[config.mk]
export PLATFORM = sky130hd
export DESIGN_NAME = mult_div_unit_flat
export DESIGN_NICKNAME = d
export VERILOG_FILES = /design/src/rtl/mult_div_if.sv /design/src/rtl/mult_div_unit.sv /design/src/flat_wrapper.sv
export SDC_FILE = /design/constraint.sdc
export NUM_CORES = 1
export LEC_CHECK = 0
export ABC_CLOCK_PERIOD_IN_PS = 3800
export CORE_MARGIN = 4
export CORE_UTILIZATION = 58
export DETAILED_ROUTE_END_ITERATION = 7
export PLACE_DENSITY = 0.82
export SLEW_MARGIN = 20
export SYNTH_ARGS = -nofsm -noshare
export SYNTH_HDL_FRONTEND = slang
export SYNTH_SLANG_ARGS = --single-unit
[constraint.sdc]
create_clock -name clk -period 3.8 [get_ports clk]
set_clock_uncertainty 0.15 [all_clocks]
set_input_delay 0.76 -clock clk [delete_from_list [all_inputs] [get_ports clk]]
set_output_delay 0.76 -clock clk [all_outputs]
set_load 0.1 [all_outputs]
[src/rtl/mult_div_if.sv]
// Issue/result bundle between decode control and the multiply/divide unit.
// The issuer drives the request and MTHI/MTLO strobes; the unit returns status and HI/LO.
interface mult_div_if #(
  parameter int unsigned XLEN = 32
);
  logic            start;
  logic [1:0]      mdOp;
  logic [XLEN-1:0] opA;
  logic [XLEN-1:0] opB;
  logic            hiWrite;
  logic            loWrite;
  logic [XLEN-1:0] wdata;
  logic            busy;
  logic            done;
  logic [XLEN-1:0] hi;
  logic [XLEN-1:0] lo;

  modport master (
    output start, mdOp, opA, opB, hiWrite, loWrite, wdata,
    input  busy, done, hi, lo
  );

  modport slave (
    input  start, mdOp, opA, opB, hiWrite, loWrite, wdata,
    output busy, done, hi, lo
  );
endinterface

[src/rtl/mult_div_unit.sv]
// Iterative MULT/MULTU/DIV/DIVU unit with architectural HI/LO registers.
// Operates on magnitudes for XLEN cycles, then applies the sign fix in one extra cycle.
module mult_div_unit #(
  parameter int unsigned XLEN = 32
) (
  input logic        clk,
  input logic        reset,
  mult_div_if.slave  bus
);

  localparam int unsigned CW = (XLEN > 1) ? $clog2(XLEN) : 1;
  localparam int unsigned AW = 2 * XLEN;

  typedef enum logic [1:0] {
    S_IDLE = 2'd0,
    S_RUN  = 2'd1,
    S_FIX  = 2'd2
  } state_e;

  state_e          state_q, state_d;
  logic [CW-1:0]   cnt_q, cnt_d;
  logic [1:0]      op_q, op_d;
  logic            sign_a_q, sign_a_d;
  logic            sign_b_q, sign_b_d;
  logic            dz_q, dz_d;
  logic [XLEN-1:0] mcand_q, mcand_d;
  logic [AW-1:0]   acc_q, acc_d;
  logic [XLEN-1:0] hi_q, hi_d;
  logic [XLEN-1:0] lo_q, lo_d;
  logic            busy_q, busy_d;
  logic            done_q, done_d;

  logic            is_signed;
  logic [XLEN-1:0] abs_a, abs_b;
  logic [XLEN:0]   mul_sum;
  logic [XLEN:0]   div_shift;
  logic [XLEN:0]   div_diff;
  logic [AW-1:0]   mul_step, div_step;
  logic [AW-1:0]   prod_fix;
  logic [XLEN-1:0] quo, rem;

  // Datapath for one iteration: acc holds {partial/remainder, multiplier/quotient}
  always_comb begin
    is_signed = ~bus.mdOp[0];
    abs_a     = (is_signed && bus.opA[XLEN-1]) ? XLEN'(-bus.opA) : bus.opA;
    abs_b     = (is_signed && bus.opB[XLEN-1]) ? XLEN'(-bus.opB) : bus.opB;

    mul_sum   = {1'b0, acc_q[AW-1:XLEN]} + (acc_q[0] ? {1'b0, mcand_q} : '0);
    mul_step  = {mul_sum, acc_q[XLEN-1:1]};

    div_shift = acc_q[AW-1:XLEN-1];
    div_diff  = div_shift - {1'b0, mcand_q};
    div_step  = div_diff[XLEN] ? {div_shift[XLEN-1:0], acc_q[XLEN-2:0], 1'b0}
                               : {div_diff[XLEN-1:0],  acc_q[XLEN-2:0], 1'b1};

    prod_fix  = (sign_a_q ^ sign_b_q) ? AW'(-acc_q) : acc_q;
    quo       = acc_q[XLEN-1:0];
    rem       = acc_q[AW-1:XLEN];
  end

  // Next-state and register updates
  always_comb begin
    state_d  = state_q;
    cnt_d    = cnt_q;
    op_d     = op_q;
    sign_a_d = sign_a_q;
    sign_b_d = sign_b_q;
    dz_d     = dz_q;
    mcand_d  = mcand_q;
    acc_d    = acc_q;
    hi_d     = hi_q;
    lo_d     = lo_q;
    done_d   = 1'b0;

    unique case (state_q)
      S_IDLE: begin
        if (bus.start) begin
          state_d  = S_RUN;
          cnt_d    = '0;
          op_d     = bus.mdOp;
          sign_a_d = is_signed & bus.opA[XLEN-1];
          sign_b_d = is_signed & bus.opB[XLEN-1];
          dz_d     = (bus.opB == '0);
          if (bus.mdOp[1]) begin
            acc_d   = {{XLEN{1'b0}}, abs_a};
            mcand_d = abs_b;
          end else begin
            acc_d   = {{XLEN{1'b0}}, abs_b};
            mcand_d = abs_a;
          end
        end else begin
          if (bus.hiWrite) hi_d = bus.wdata;
          if (bus.loWrite) lo_d = bus.wdata;
        end
      end
      S_RUN: begin
        acc_d = op_q[1] ? div_step : mul_step;
        if (cnt_q == CW'(XLEN - 1)) begin
          state_d = S_FIX;
          cnt_d   = '0;
        end else begin
          cnt_d = cnt_q + CW'(1);
        end
      end
      S_FIX: begin
        state_d = S_IDLE;
        done_d  = 1'b1;
        if (op_q[1]) begin
          // A zero divisor leaves the dividend magnitude in rem, so the sign fix restores opA
          lo_d = dz_q ? '1 : ((sign_a_q ^ sign_b_q) ? XLEN'(-quo) : quo);
          hi_d = sign_a_q ? XLEN'(-rem) : rem;
        end else begin
          hi_d = prod_fix[AW-1:XLEN];
          lo_d = prod_fix[XLEN-1:0];
        end
      end
      default: state_d = S_IDLE;
    endcase

    busy_d = (state_d != S_IDLE);
  end

  always_ff @(posedge clk) begin
    if (reset) begin
      state_q  <= S_IDLE;
      cnt_q    <= '0;
      op_q     <= '0;
      sign_a_q <= 1'b0;
      sign_b_q <= 1'b0;
      dz_q     <= 1'b0;
      mcand_q  <= '0;
      acc_q    <= '0;
      hi_q     <= '0;
      lo_q     <= '0;
      busy_q   <= 1'b0;
      done_q   <= 1'b0;
    end else begin
      state_q  <= state_d;
      cnt_q    <= cnt_d;
      op_q     <= op_d;
      sign_a_q <= sign_a_d;
      sign_b_q <= sign_b_d;
      dz_q     <= dz_d;
      mcand_q  <= mcand_d;
      acc_q    <= acc_d;
      hi_q     <= hi_d;
      lo_q     <= lo_d;
      busy_q   <= busy_d;
      done_q   <= done_d;
    end
  end

  assign bus.busy = busy_q;
  assign bus.done = done_q;
  assign bus.hi   = hi_q;
  assign bus.lo   = lo_q;

endmodule

[src/flat_wrapper.sv]
// flat-port wrapper written by rule: the top's interface ports become plain ports
module mult_div_unit_flat 
#(
  parameter int unsigned XLEN = 32
)
  (clk, reset, bus_start, bus_mdOp, bus_opA, bus_opB, bus_hiWrite, bus_loWrite, bus_wdata, bus_busy, bus_done, bus_hi, bus_lo);
  mult_div_if #(.XLEN(XLEN)) bus_i ();
  input logic clk;
  input logic reset;
  input wire logic [$bits(bus_i.start)-1:0] bus_start;
  input wire logic [$bits(bus_i.mdOp)-1:0] bus_mdOp;
  input wire logic [$bits(bus_i.opA)-1:0] bus_opA;
  input wire logic [$bits(bus_i.opB)-1:0] bus_opB;
  input wire logic [$bits(bus_i.hiWrite)-1:0] bus_hiWrite;
  input wire logic [$bits(bus_i.loWrite)-1:0] bus_loWrite;
  input wire logic [$bits(bus_i.wdata)-1:0] bus_wdata;
  output wire logic [$bits(bus_i.busy)-1:0] bus_busy;
  output wire logic [$bits(bus_i.done)-1:0] bus_done;
  output wire logic [$bits(bus_i.hi)-1:0] bus_hi;
  output wire logic [$bits(bus_i.lo)-1:0] bus_lo;
  assign bus_i.start = bus_start;
  assign bus_i.mdOp = bus_mdOp;
  assign bus_i.opA = bus_opA;
  assign bus_i.opB = bus_opB;
  assign bus_i.hiWrite = bus_hiWrite;
  assign bus_i.loWrite = bus_loWrite;
  assign bus_i.wdata = bus_wdata;
  assign bus_busy = bus_i.busy;
  assign bus_done = bus_i.done;
  assign bus_hi = bus_i.hi;
  assign bus_lo = bus_i.lo;
  mult_div_unit #(.XLEN(XLEN)) u_core (.clk(clk), .reset(reset), .bus(bus_i));
endmodule
== Yosys cells after proc, flatten, opt, wreduce, memory -nomap -nowiden ==
Index checks and enable logic that the tools add are counted.
Widths: inputs -> output; s select.

* Reductions and logical operators: 11
* Add/sub/neg operators: 8
* Mux-type cells: 28
* Equal/unequal tests: 7
* Bitwise logic cells: 4

{| class="wikitable"
|+ Operators with widths
! cell !! count
|-
| $mux 32 || 14
|-
| $mux 64 || 4
|-
| $neg 32->32 || 4
|-
| $pmux 32 s2 || 2
|-
| $pmux 64 s2 || 1
|-
| $neg 64->64 || 1
|-
| $add 32x33->33 || 1
|-
| $sub 33x32->33 || 1
|-
| $logic_not 32->1 || 1
|-
| $mux 5 || 2
|-
| $pmux 5 s2 || 1
|-
| $ne 2x2->1 const B || 4
|-
| $reduce_and 3->1 || 2
|-
| $reduce_bool 2->1 || 3
|-
| $add 5x1->5 const B || 1
|-
| $eq 5x5->1 const B || 1
|-
| $mux 2 || 2
|-
| $pmux 2 s2 || 1
|-
| $reduce_and 2->1 || 2
|-
| $and 1x1->1 || 2
|-
| $eq 2x1->1 const B || 1
|-
| $eq 2x2->1 const B || 1
|-
| $logic_and 1x1->1 || 2
|-
| $logic_not 2->1 || 1
|-
| other kinds (3) || 3
|}

* Output and inout port bits: 66
* Word-level logic and storage cells: 70
* Flip-flop bits (word level): 174
* Input bits: 103

== Longest topological paths before layout ==
* Word-level depth: 6
* Mapped depth: 15
* Depth with buffers taken out: 14

== Least setup slack after synthesis ==
No wires, ideal clock.

* Path type: register to register
* Start: register u_core.acc_q[32]
* End: register u_core.acc_q[56]
* Path buffers: 1
* Library setup time: 0.129 ns
* Slack: 0.365 ns
* Required time: 3.521 ns
* Data arrival time: 3.156 ns
* Stages on the path, launching flop included: 14
* Cells stage by stage: dfxtp_1 -> inv_1 -> fa_1 -> nand2b_1 -> a21oi_1 -> o21ai_0 -> a2111oi_0 -> o211ai_1 -> a21oi_1 -> nand3b_1 -> buf_2 -> nor2_1 -> a22oi_1 -> o211ai_1

* Word-level cells in the longest chain between the ends: 4

{| class="wikitable"
|+ RTL lines
! item !! RTL line !! RTL
|-
| start: declaration || mult_div_unit.sv:27 || <nowiki>logic [AW-1:0] acc_q, acc_d;</nowiki>
|-
| start signal: assignment || mult_div_unit.sv:132 || <nowiki>acc_q <= '0;</nowiki>
|-
| start signal: assignment || mult_div_unit.sv:145 || <nowiki>acc_q <= acc_d;</nowiki>
|-
| $sub 33x32->33 || mult_div_unit.sv:52 || <nowiki>div_diff = div_shift - {1'b0, mcand_q};</nowiki>
|-
| $mux 64 || mult_div_unit.sv:53 || <nowiki>div_step = div_diff[XLEN] ? {div_shift[XLEN-1:0], acc_q[XLEN-2:0], 1'b0}</nowiki>
|-
| $mux 64 (*) || mult_div_unit.sv:97 || <nowiki>acc_d = op_q[1] ? div_step : mul_step;</nowiki>
|-
| $pmux 64 s2 (*) || mult_div_unit.sv:75 || <nowiki>unique case (state_q)</nowiki>
|}

Every way passes the cells marked *; elsewhere a longest branch is shown, timed or not.
A chain may end at the register's enable or synchronous reset.

== Final worst setup path ==
* Start: register u_core.mcand_q[10]
* End: register u_core.acc_q[32]

* Word-level cells in the longest chain between the ends: 4

{| class="wikitable"
|+ RTL lines
! item !! RTL line !! RTL
|-
| start: declaration || mult_div_unit.sv:26 || <nowiki>logic [XLEN-1:0] mcand_q, mcand_d;</nowiki>
|-
| start signal: assignment || mult_div_unit.sv:144 || <nowiki>mcand_q <= mcand_d;</nowiki>
|-
| $sub 33x32->33 || mult_div_unit.sv:52 ||
|-
| $mux 64 || mult_div_unit.sv:53 ||
|-
| $mux 64 || mult_div_unit.sv:97 ||
|-
| $pmux 64 s2 || mult_div_unit.sv:75 ||
|}

Every way passes these cells.

==> results.md <==
- Status: completed
- Netlist cell types: 80
- Area leader, netlist: dfxtp_1
- Synth Area in Adders: 0.0621
- Number of max-cap violations: 0
- # fillers: approximately 2100
- Proportion of netlist area held by the largest area contributor: 0.235
- Final cell count without fillers: 2546
- Gr ovfl total: 0
- Worst path most repeated cell: buf_4
- CP Capture Type: flop
- Critical path required time: just under 4 ns
- Largest family of logic cells by synthesized area: compound AO/OA/AOI/OAI gates
- Cell Chain, Critical Path: inv_1 > ha_1 > nand2_1 > nor4_2 > o21ai_0 > buf_4 > a2111oi_4 > buf_4 > o211ai_1 > nand4b_1 > nand3b_1 > buf_4 > buf_12 > nor2_1 > a21oi_1 > a221o_1
- Port bufs: 168
- Pwr Density: between 300 and 400 nW/um2
- Fmax: roughly 270 MHz
- Register bit count reported by yosys: approximately 170
- Simple-Gate Fraction of Synth Area: 0.217
- Sequential share of the synthesized area: 0.235
- Yosys Warn Count: 0
- RR Startpoint: u_core.mcand_q[10]$_SDFFE_PP0P_
- GPL Wtd Cong: 1.02
- Starting Density: 0.588
- Fin crit period: 3.67 ns
- Final Hold Fails: 0
- Hold Crit Class: flop to flop
- Critical path fanouts, max: 21
- Crit start category: flop
- Area after DPL: around 17000 um2
- Ys async rst share: 0
- CTS root buf: clkbuf_16
- Die H: around 170 um
- # DRC: 0
- Clock-pin slew on the worst setup and hold paths: roughly 0.080 ns
- CTS buffer count: 17
- Post-Synthesis Cells: approximately 2000
- Antenna Cells: 0
- Worst slew margin: 0.277
- Pwr Total: about 6 mW
- Final core utilization: 0.717
- Endpoints failing setup: 0
- Antenna violations before repair: 0
- Core footprint: 25100 um2
- CP max stage cell: ha_1
- WP data arrival: 3.83 ns
- Max H-tree Level: 4
- First-pass detailed-route iteration total: 6
- Most frequent cells in the layout: nor2_1, a21oi_1, nand2_1
- Buf/Inv on CP: 5
- Cell family with most CP delay: compound AO/OA/AOI/OAI gates
- Area Growth Syn to Fin: 22.0%
- Post-synthesis compound-gate area fraction: 0.272
- CP max stage delay: about 0.42 ns
- Insertion delay to the later sink of the worst-skew pair: 0.44 ns
- Routed vias/inst: ~6.5
- Synthesized area: 14800 um2
- Largest net degree at the start of global routing: 82
- Detailed placer's ending HPWL: roughly 43000 um
- Total negative setup slack: 0 ns
- Syn nets: 2200
- Post-Synth XOR/XNOR Area: 0.103
- Fin crit share: 0.965
- Gr usage total: 0.376
- Max clock buf depth: 2
- Vias: 16700
- Dpl cells: between 2000 and 3000
- Clock sink total: approximately 170
- Vias in the first global route: roughly 15000
- P_leak: 7.11 nW
- CTS tree: built
- Critical path type: flop to flop
- Most common cell after layout, fill and taps aside: nor2_1
- Final instance area: 18000 um2
- Mean post-synth cell area: between 7 and 8 um2
- Worst slew pin tran: 1.08 ns
- 1st-iter DRT viols: around 2100
- Antenna viol nets, final: 0
- Die Width: roughly 170 um
- Nets: 2378
- Routed wire length: 55300 um
- EDFF count, synth: 0
- Share of post-route cells with drive strength above 1: 0.0925
- Crit. Startpoint: u_core.mcand_q[10]$_SDFFE_PP0P_
- Worst VDD drop: around 0.33 mV
- Row count: a little under 60
- Hold_sp: u_core.bus.lo[3]$_SDFFE_PP0P_
- I/O pin count: about 170
- Proportion of synthesized area in mux cells: 0.0609
- First-pass GRT wire length: 85900 um
- Slew Limit Fails: 0
- Top_reg_cell synth: dfxtp_1
- Die area: 28100 um2
- Area contributors post-synth: dfxtp_1, a21oi_1, nor2_1
- Drt wl/cell: about 22 um
-- final timing paths --
| path | slack [ns] | cells after the start | end |
|---|---|---|---|
| max | 0.13 | 16 | u_core.acc_q[32]$_SDFFE_PP0P_ |
| min | 0.30 | 2 | u_core.bus.lo[3]$_SDFFE_PP0P_ |
| max reg2reg | 0.13 | 16 | u_core.acc_q[32]$_SDFFE_PP0P_ |
| min reg2reg | 0.30 | 2 | u_core.bus.lo[3]$_SDFFE_PP0P_ |
-- per-layer routing --
| metal | vias up | wire length (um) | share of wire | GRT usage |
|---|---|---|---|---|
| li1 | 7694 | - | - | - |
| met1 | 7745 | 23300 | 0.42 | 0.531 |
| met2 | 1095 | 23700 | 0.43 | 0.569 |
| met3 | 122 | 6150 | 0.11 | 0.0770 |
| met4 | 0 | 2160 | 0.039 | 0.138 |
| met5 | - | 0 | 0 | 0 |
-- cell families after synthesis --
logic type,after synthesis
AO/OA/AOI/OAI,634
flip-flops,173
AND/OR/NAND/NOR,688
adder cells (fa/ha/maj),72
multiplexers,89
buffers and inverters,196
XOR/XNOR,173
-- power breakdown --
group	switching (mW)	total, mW	internal (mW)
sequential	0.107	2.02	1.92
combinational	1.34	2.13	0.788
clock	0.933	1.83	0.898
total	2.38	5.98	3.60
-- registers in the layout, indices dropped and copies added, names as in the netlist --
| name | flops |
|---|---|
| u_core.bus.hi | 32 |
| u_core.sign_a_q | 1 |
| u_core.sign_b_q | 1 |
| u_core.mcand_q | 32 |
| u_core.acc_q | 64 |
| u_core.dz_q | 1 |
| u_core.state_q | 2 |
| u_core.cnt_q | 5 |
| u_core.bus.done | 1 |
| u_core.bus.busy | 1 |
| u_core.op_q | 1 |
| u_core.bus.lo | 32 |
-- synth_stat cells, types with 24 or more instances --
library cell  number
nor2_1           247
a21oi_1          210
nand2_1          205
dfxtp_1          173
o21ai_0          134
clkbuf_1         111
xnor2_1           94
mux2i_1           83
xor2_1            79
ha_1              70
inv_1             60
a211oi_1          56
nor3_1            45
o221ai_1          34
nand3_1           32
a22oi_1           26
o211ai_1          24
-- metrics by stage --
step | worst slack (ns) | hold WS, ns
after floorplan | 0.365 | 0.282
after global placement | 0.0863 | 0.288
after detailed placement | -0.0204 | 0.294
after CTS | 0.0648 | 0.305
after global routing | -0.0437 | 0.326
final | 0.132 | 0.300
-- layout make-up --
cell class / instances / area (um2) / area share
clock buffers: 17 / 425 / 0.0236
clock inverters: 15 / 188 / 0.0104
inverters: 62 / 233 / 0.0129
multi-input cells: 1656 / 10600 / 0.589
flip-flops and latches: 173 / 3470 / 0.193
well taps: 330 / 413 / 0.0229
repair buffers: 293 / 2670 / 0.148
-- worst register-to-register path: cells and delay by family, from the launching register on --
| kind | cells | cell delay [ns] |
|---|---|---|
| AND/OR/NAND/NOR | 5 | 0.88 |
| flip-flops | 1 | 0.33 |
| AO/OA/AOI/OAI | 5 | 0.98 |
| adder cells (fa/ha/maj) | 1 | 0.42 |
| buffers and inverters | 5 | 0.77 |
-- repair_timing --
item / 4_1_cts / 5_1_grt
hold endpoints to repair: 0 / 0
resized for setup: 2 / 9
setup endpoints to repair: 4 / 33
hold buffers: 0 / 0
cloned: 0 / 1
setup buffers: 0 / 3
pin swaps: 0 / 3
Note: power is estimated with default switching activity, not from simulation.
